`config.mk`:
```
export PLATFORM = sky130hd
export DESIGN_NAME = shift_add_mult_flat
export DESIGN_NICKNAME = d
export VERILOG_FILES = /design/src/rtl/shift_add_mult_if.sv /design/src/rtl/shift_add_mult.sv /design/src/flat_wrapper.sv
export SDC_FILE = /design/constraint.sdc
export NUM_CORES = 1
export LEC_CHECK = 0
export ABC_AREA = 1
export CORE_UTILIZATION = 53
export DETAILED_ROUTE_END_ITERATION = 10
export PLACE_DENSITY = 0.79
export SLEW_MARGIN = 20
export SYNTH_ARGS = -nofsm -noshare
export SYNTH_HDL_FRONTEND = slang
export SYNTH_SLANG_ARGS = --single-unit
```
`constraint.sdc`:
```
create_clock -name clk -period 3 [get_ports clk]
set_input_delay 0.6 -clock clk [delete_from_list [all_inputs] [get_ports clk]]
set_output_delay 0.6 -clock clk [all_outputs]
set_load 0.005 [all_outputs]
```
`src/rtl/shift_add_mult_if.sv`:
```
// Operand/result bundle for shift_add_mult: master drives a request, slave returns status and product.
interface shift_add_mult_if #(
  parameter int WIDTH = 6
);
  // start is a single-cycle request sampled only while the multiplier is idle;
  // busy/done report progress and product holds the last completed result.
  logic                   start;
  logic [WIDTH-1:0]       a;
  logic [WIDTH-1:0]       b;
  logic                   busy;
  logic                   done;
  logic [2*WIDTH-1:0]     product;

  modport master (output start, a, b, input busy, done, product);
  modport slave  (input start, a, b, output busy, done, product);
endinterface

```
`src/rtl/shift_add_mult.sv`:
```
// Sequential shift-and-add multiplier, one multiplier bit per clock, WIDTH cycles per product.
// Define SHIFT_ADD_MULT_SIGNED_EN for two's-complement operands using radix-2 Booth recoding.
module shift_add_mult #(
  parameter int WIDTH = 6
) (
  input  logic              clk,
  input  logic              reset,
  shift_add_mult_if.slave   bus,
  output logic [1:0]        dbg_state_o
);

  localparam int CW = $clog2(WIDTH) + 1;
  localparam int AW = 2*WIDTH + 1;

  typedef enum logic [1:0] {
    S_IDLE = 2'd0,
    S_BUSY = 2'd1,
    S_DONE = 2'd2
  } state_t;

  state_t              state_q, state_d;
  logic [WIDTH-1:0]    a_q, a_d;
  logic [WIDTH-1:0]    b_q, b_d;
  logic [AW-1:0]       acc_q, acc_d;
  logic [CW-1:0]       cnt_q, cnt_d;
  logic [2*WIDTH-1:0]  prod_q, prod_d;

  logic                bit_cur;
  logic [WIDTH:0]      addend;
  logic [WIDTH:0]      hi_sum;
  logic [AW-1:0]       acc_added;
  logic [AW-1:0]       acc_step;
  logic                last_bit;
`ifdef SHIFT_ADD_MULT_SIGNED_EN
  logic                bit_prev;
`endif

  // One iteration: add into the upper WIDTH+1 accumulator bits, then shift right.
  always_comb begin
    bit_cur = |(a_q & (WIDTH'(1) << cnt_q));
`ifdef SHIFT_ADD_MULT_SIGNED_EN
    // {a,0} places a[i-1] at position i, giving bit -1 = 0 for the first step.
    bit_prev = |({a_q, 1'b0} & ((WIDTH+1)'(1) << cnt_q));
    case ({bit_cur, bit_prev})
      2'b10:   addend = -{b_q[WIDTH-1], b_q};
      2'b01:   addend = {b_q[WIDTH-1], b_q};
      default: addend = '0;
    endcase
`else
    addend = bit_cur ? {1'b0, b_q} : '0;
`endif
    hi_sum    = acc_q[AW-1:WIDTH] + addend;
    acc_added = {hi_sum, acc_q[WIDTH-1:0]};
`ifdef SHIFT_ADD_MULT_SIGNED_EN
    acc_step  = {acc_added[AW-1], acc_added[AW-1:1]};
`else
    acc_step  = {1'b0, acc_added[AW-1:1]};
`endif
    last_bit  = (cnt_q == CW'(WIDTH-1));
  end

  always_comb begin
    state_d = state_q;
    a_d     = a_q;
    b_d     = b_q;
    acc_d   = acc_q;
    cnt_d   = cnt_q;
    prod_d  = prod_q;
    case (state_q)
      S_IDLE: begin
        if (bus.start) begin
          a_d     = bus.a;
          b_d     = bus.b;
          acc_d   = '0;
          cnt_d   = '0;
          state_d = S_BUSY;
        end
      end
      S_BUSY: begin
        acc_d = acc_step;
        cnt_d = cnt_q + CW'(1);
        if (last_bit) begin
          prod_d  = acc_step[2*WIDTH-1:0];
          state_d = S_DONE;
        end
      end
      S_DONE:  state_d = S_IDLE;
      default: state_d = S_IDLE;
    endcase
  end

  always_ff @(posedge clk or posedge reset) begin
    if (reset) begin
      state_q <= S_IDLE;
    end else begin
      state_q <= state_d;
    end
  end

  always_ff @(posedge clk or posedge reset) begin
    if (reset) begin
      a_q    <= '0;
      b_q    <= '0;
      acc_q  <= '0;
      cnt_q  <= '0;
      prod_q <= '0;
    end else begin
      a_q    <= a_d;
      b_q    <= b_d;
      acc_q  <= acc_d;
      cnt_q  <= cnt_d;
      prod_q <= prod_d;
    end
  end

  assign bus.busy    = (state_q == S_BUSY);
  assign bus.done    = (state_q == S_DONE);
  assign bus.product = prod_q;
  assign dbg_state_o = state_q;

endmodule

```
`src/flat_wrapper.sv`:
```
// flat-port wrapper written by rule: the top's interface ports become plain ports
module shift_add_mult_flat 
#(
  parameter int WIDTH = 6
)
  (clk, reset, dbg_state_o, bus_start, bus_a, bus_b, bus_busy, bus_done, bus_product);
  shift_add_mult_if #(.WIDTH(WIDTH)) bus_i ();
  input  logic clk;
  input  logic reset;
  output logic [1:0] dbg_state_o;
  input wire logic [$bits(bus_i.start)-1:0] bus_start;
  input wire logic [$bits(bus_i.a)-1:0] bus_a;
  input wire logic [$bits(bus_i.b)-1:0] bus_b;
  output wire logic [$bits(bus_i.busy)-1:0] bus_busy;
  output wire logic [$bits(bus_i.done)-1:0] bus_done;
  output wire logic [$bits(bus_i.product)-1:0] bus_product;
  assign bus_i.start = bus_start;
  assign bus_i.a = bus_a;
  assign bus_i.b = bus_b;
  assign bus_busy = bus_i.busy;
  assign bus_done = bus_i.done;
  assign bus_product = bus_i.product;
  shift_add_mult #(.WIDTH(WIDTH)) u_core (.clk(clk), .reset(reset), .bus(bus_i), .dbg_state_o(dbg_state_o));
endmodule
```
Word-level counts from Yosys, hierarchy flattened
Index checks and enable logic that the tools add are counted.
Operators by class
  eq/ne operators: 5
  shifts and indexed selects: 1
  $add $sub $neg: 2
  bitwise logic cells: 1
  mux-type cells: 8
  reductions and logical operators: 7
Operators with widths (number)
  $pmux 13 s2: 1
  $mux 13: 1
  $pmux 4 s2: 1
  $reduce_and 2->1: 4
  $add 7x7->7: 1
  $and 6x6->6: 1
  $mux 6: 1
  $reduce_or 6->1: 1
  $shl 1x4->6 const A: 1
  $add 4x1->4 const B: 1
  $eq 4x3->1 const B: 1
  $mux 2: 2
  $mux 4: 1
  $pmux 2 s2: 1
  $eq 2x1->1 const B: 1
  $eq 2x2->1 const B: 1
  $logic_not 2->1: 1
  $ne 2x1->1 const B: 1
  $ne 2x2->1 const B: 1
  $reduce_bool 2->1: 1
Word-level totals
  output and inout bits: 16
  word-level logic and storage cells: 30
  flip-flop bits (word level): 43

Depth between registers and ports, before layout
  depth in word-level cells: 6
  mapped depth: 17
  depth with buffers taken out: 17

Worst setup path before layout
OpenSTA, ideal clock, no wires.
  kind: reg2reg
  start point: reg u_core.cnt_q[1]
  end point: reg u_core.acc_q[9]
  stages on the path, launching flop included: 17
  path buffers: 0
  period minus slack after synthesis: 2291 ps
  data required time: 2883 ps
  arrival time: 2174 ps
  path slack: 709 ps
  cell sequence: dfrtp_1 inv_1 ha_1 nand2_1 nand3_1 nand2_1 nand4_1 nand2_1 nor2_1 ha_1 inv_1 fa_1 nand3b_1 nand2_1 nand2_1 nand3_1 nand2_1
Between the ends
  word-level cells in the longest chain between the ends: 6
Ends and longest elaborated chain
  start, declared: line shift_add_mult.sv:25  | logic [CW-1:0] cnt_q, cnt_d;
  start signal, assigned: line shift_add_mult.sv:111  | cnt_q <= cnt_d;
  $shl 1x4->6: line shift_add_mult.sv:40  | bit_cur = |(a_q & (WIDTH'(1) << cnt_q));
  $and 6x6->6: line shift_add_mult.sv:40
  $reduce_or 6->1: line shift_add_mult.sv:40
  $mux 6: line shift_add_mult.sv:50  | addend = bit_cur ? {1'b0, b_q} : '0;
  $add 7x7->7: line shift_add_mult.sv:52  | hi_sum = acc_q[AW-1:WIDTH] + addend;
  $pmux 13 s2: line shift_add_mult.sv:69  | case (state_q)
  end signal, assigned: line shift_add_mult.sv:104  | acc_q <= '0;
  end signal, assigned: line shift_add_mult.sv:110  | acc_q <= acc_d;
  end, declared: line shift_add_mult.sv:24  | logic [AW-1:0] acc_q, acc_d;
No other way between the ends.
A chain may end at the register's enable or synchronous reset.

Worst setup path after layout
Ends and elaborated chain as after synthesis.

==> summary.md <==
| Metric | Value |
|---|---|
| Outcome | finished, final reports clean |
| Slew headroom | approximately 66% |
| Post-synthesis async set-or-reset flop share | between 90% and 100% |
| Fin cells | slightly above 300 |
| Critical Path Fanout Max | 5 |
| Switching Fraction | between 30% and 40% |
| Hold Vio Cnt, Final | 0 |
| Leakage | ~0.0013 µW |
| Die Area | around 0.004 mm² |
| Initial antenna violation count | 0 |
| Tot Pwr | 2520 µW |
| Post-synth top flop | dfrtp_1 |
| Fraction of layout instances using a drive strength above 1 | about 11% |
| DR DRC count | 0 |
| Clock transition at path regs | 80 ps |
| Slowest CP cell | dfrtp_1 |
| Clock Power Share | around a fifth |
| Seq/Total Area, Yosys | between 50% and 60% |
| Post-CTS Hold Fix Bufs | 0 |
| Worst path bufs/invs | 2 |
| Cts repair resizes | 0 |
| RSZ-0062 raised after global routing | false |
| Setup TNS Final | 0 ps |
| Fin crit share | a little over four fifths |
| Die X | approximately 63 µm |
| Pre-Repair DR Iteration Count | 4 |
| Post-Syn Area | around 0.0020 mm² |
| Initial drt markers | a little over 90 |
| Gate Count Post-Synth | 222 |
| Count leader, synth | nand2_1 |
| Clk buf depth | 2 |
| Die Ht | 63.4 µm |
| Comb pwr share | roughly 43% |
| Post-Route WL | 3620 µm |
| CP delay by family, top | simple AND/OR/NAND/NOR gates |
| Crit path DAT | between 2000 and 3000 ps |
| Ys Warns | 0 |
| Tot GR Track Use | around 22% |
| Switch Pwr | between 900 and 1000 µW |
| PD cells | between 1000 and 1500 mW/mm² |
| Clock Latency Late Sink | about 300 ps |
| Cells along the critical path | inv_1 > ha_1 > nand2_1 > nand3_1 > nand2_1 > nand4_1 > nand2_1 > nor2_1 > ha_1 > inv_1 > fa_1 > nand3b_1 > nand2_1 > nand2_1 > nand3_1 > nand2_1 |
| Worst min path class | reg2reg |
| P_int | roughly 1600 µW |
| Slowest stage delay, CP | 420 ps |
| Achievable clock frequency | between 300 and 400 MHz |
| Root buf cell | clkbuf_8 |
| Final HPWL DP | ~2600 µm |
| IO buf count | 30 |
| Via density | a little under 5 |
| Via count | 1,503 |
| CTS H-tree depth | 2 |
| Max-slew violations | 0 |
| Core ar. | about 0.0035 mm² |
| First-pass GRT wire length | 6640 µm |
| Max Cap Violations | 0 |
| Synth cell count leaders | nand2_1, dfrtp_1, inv_1, nand3_1, ha_1 |
| Layout Utilization | between 70% and 80% |
| Setup Buffers After CTS | 0 |
| Antenna-violating nets left | 0 |
| Count of cell types in the netlist | 24 |
| Critical Path Start Type | register |
| Starting density of the core | between 50% and 60% |
| TritonCTS clock tree | yes |
| VDD IR max | 0.000524 V |
| Sequential share of power | a little under two fifths |
| GP Congestion | ~0.83 |
| Cell taking the most area after synthesis | dfrtp_1 |
| Synth Area per Inst | about 9 µm² |
| Seq cells post-synth | just over 40 |
| TritonCTS buffer count | 5 |
| Row count | 21 |
| Number of synthesized flops with an enable pin | 0 |
| Number of global-route vias before repair | 1,409 |
| Nets | 283 |
| Worst slew pin tran | approximately 500 ps |
| Critical Path End Type | register |
| Endpoints failing setup | 0 |
| Kind of critical path | reg2reg |
| Global route overflow | 0 |
| Net count after synthesis | ~250 |
| Period minus WS final | between 2000 and 3000 ps |
| Worst Skew | 4.28 ps |
| Routed WL per cell | 11.9 µm |
| Post-synth top area share | slightly above 50% |
| Cell repeated most along the worst path | nand2_1 |
| Largest net degree at the start of global routing | between 40 and 50 |
| Clk sinks | 41 |
| Area delta synth->final | 23.2% |
| Critical Path RT | approximately 3200 ps |
| DP Cell Count | around 300 |
| Num ports | 31 |
| Antenna diode count | 0 |
| Main area contributors after synthesis | dfrtp_1, nand2_1, ha_1 |
## final cells by class
class                   instances  area [µm²]
clock buffers                   5        68.8
multi-input cells             148         823
flip-flops and latches         41        1030
inverters                      29         114
fillers                       289        1010
clock inverters                 3        65.1
repair buffers                 31         308
well taps                      46        57.6
## final timing paths
path                                  startpoint               endpoint  slack [ps]  cells past startpoint
min reg2reg                u_core.bus.product[1]  u_core.bus.product[1]         490                      2
max reg2reg                      u_core.cnt_q[1]        u_core.acc_q[9]         490                     16
min in group asynchronous                  reset        u_core.acc_q[1]         720                      3
max                              u_core.cnt_q[1]        u_core.acc_q[9]         490                     16
max in group asynchronous                  reset  u_core.bus.product[6]        1920                      3
min                        u_core.bus.product[1]  u_core.bus.product[1]         490                      2
## logic make-up (layout without fill, tap and decap cells)
family	Yosys count	after routing	share of synthesized area, %
AOI/OAI and AO/OA	28	28	8.89
buffers and inverters	33	68	7.45
and+or+nand+nor	106	106	23.5
adders and majority gates	12	12	7.89
xor gates and xnor gates	2	2	0.877
DFF	41	41	51.3
## tightest hold or removal path, stage by stage (launching register included)
cell	delay (ps)
dfrtp_1	350
nand2_1	60
o21ai_2	40
## registers in the layout (all words and copies together) (netlist names)
register            flops
u_core.bus.product     12
u_core.acc_q           11
u_core.a_q              6
u_core.b_q              6
u_core.cnt_q            4
u_core.dbg_state_o      2
## stage by stage
step           instance area, µm²  worst slack, ps  hold slack (ps)
2_1_floorplan                2000              709              448
3_3_place_gp                 2330              600              466
3_5_place_dp                 2330              514              471
4_1_cts                      2460              480              491
5_1_grt                      2460              260              510
6_report                     2460              494              485
## power by group through the flow
stage          logic [µW]  clock network, µW  registers (µW)
2_1_floorplan         730                  0             912
3_3_place_gp         1040                  0             920
3_5_place_dp         1080                  0             932
4_1_cts              1090                529             923
5_1_grt              1230                558             952
6_report             1080                517             924
## placed cells by master (no fill, tap or decap), drive strengths merged
master	synthesis	layout
nor2	10	10
xor2	2	2
fa	1	1
inv	29	29
nand3b	1	1
nand3	14	14
nand2	77	77
dfrtp	41	41
a31oi	1	1
clkinv	0	1
o21ai	16	16
or2	2	2
nand4	2	2
buf	4	1
clkdlybuf4s50	0	30
bufinv	0	2
o22ai	8	8
ha	11	11
clkbuf	0	5
a21oi	3	3
## routing by layer
| metal | vias to the layer above | GRT usage (%) | wire [µm] |
|---|---|---|---|
| li1 | 773 | - | - |
| met1 | 685 | 29.3 | 1690 |
| met2 | 38 | 33.2 | 1700 |
| met3 | 7 | 6.52 | 154 |
| met4 | 0 | 10.5 | 74 |
| met5 | - | 0 | 0 |
(Power assumes the default switching activity.)
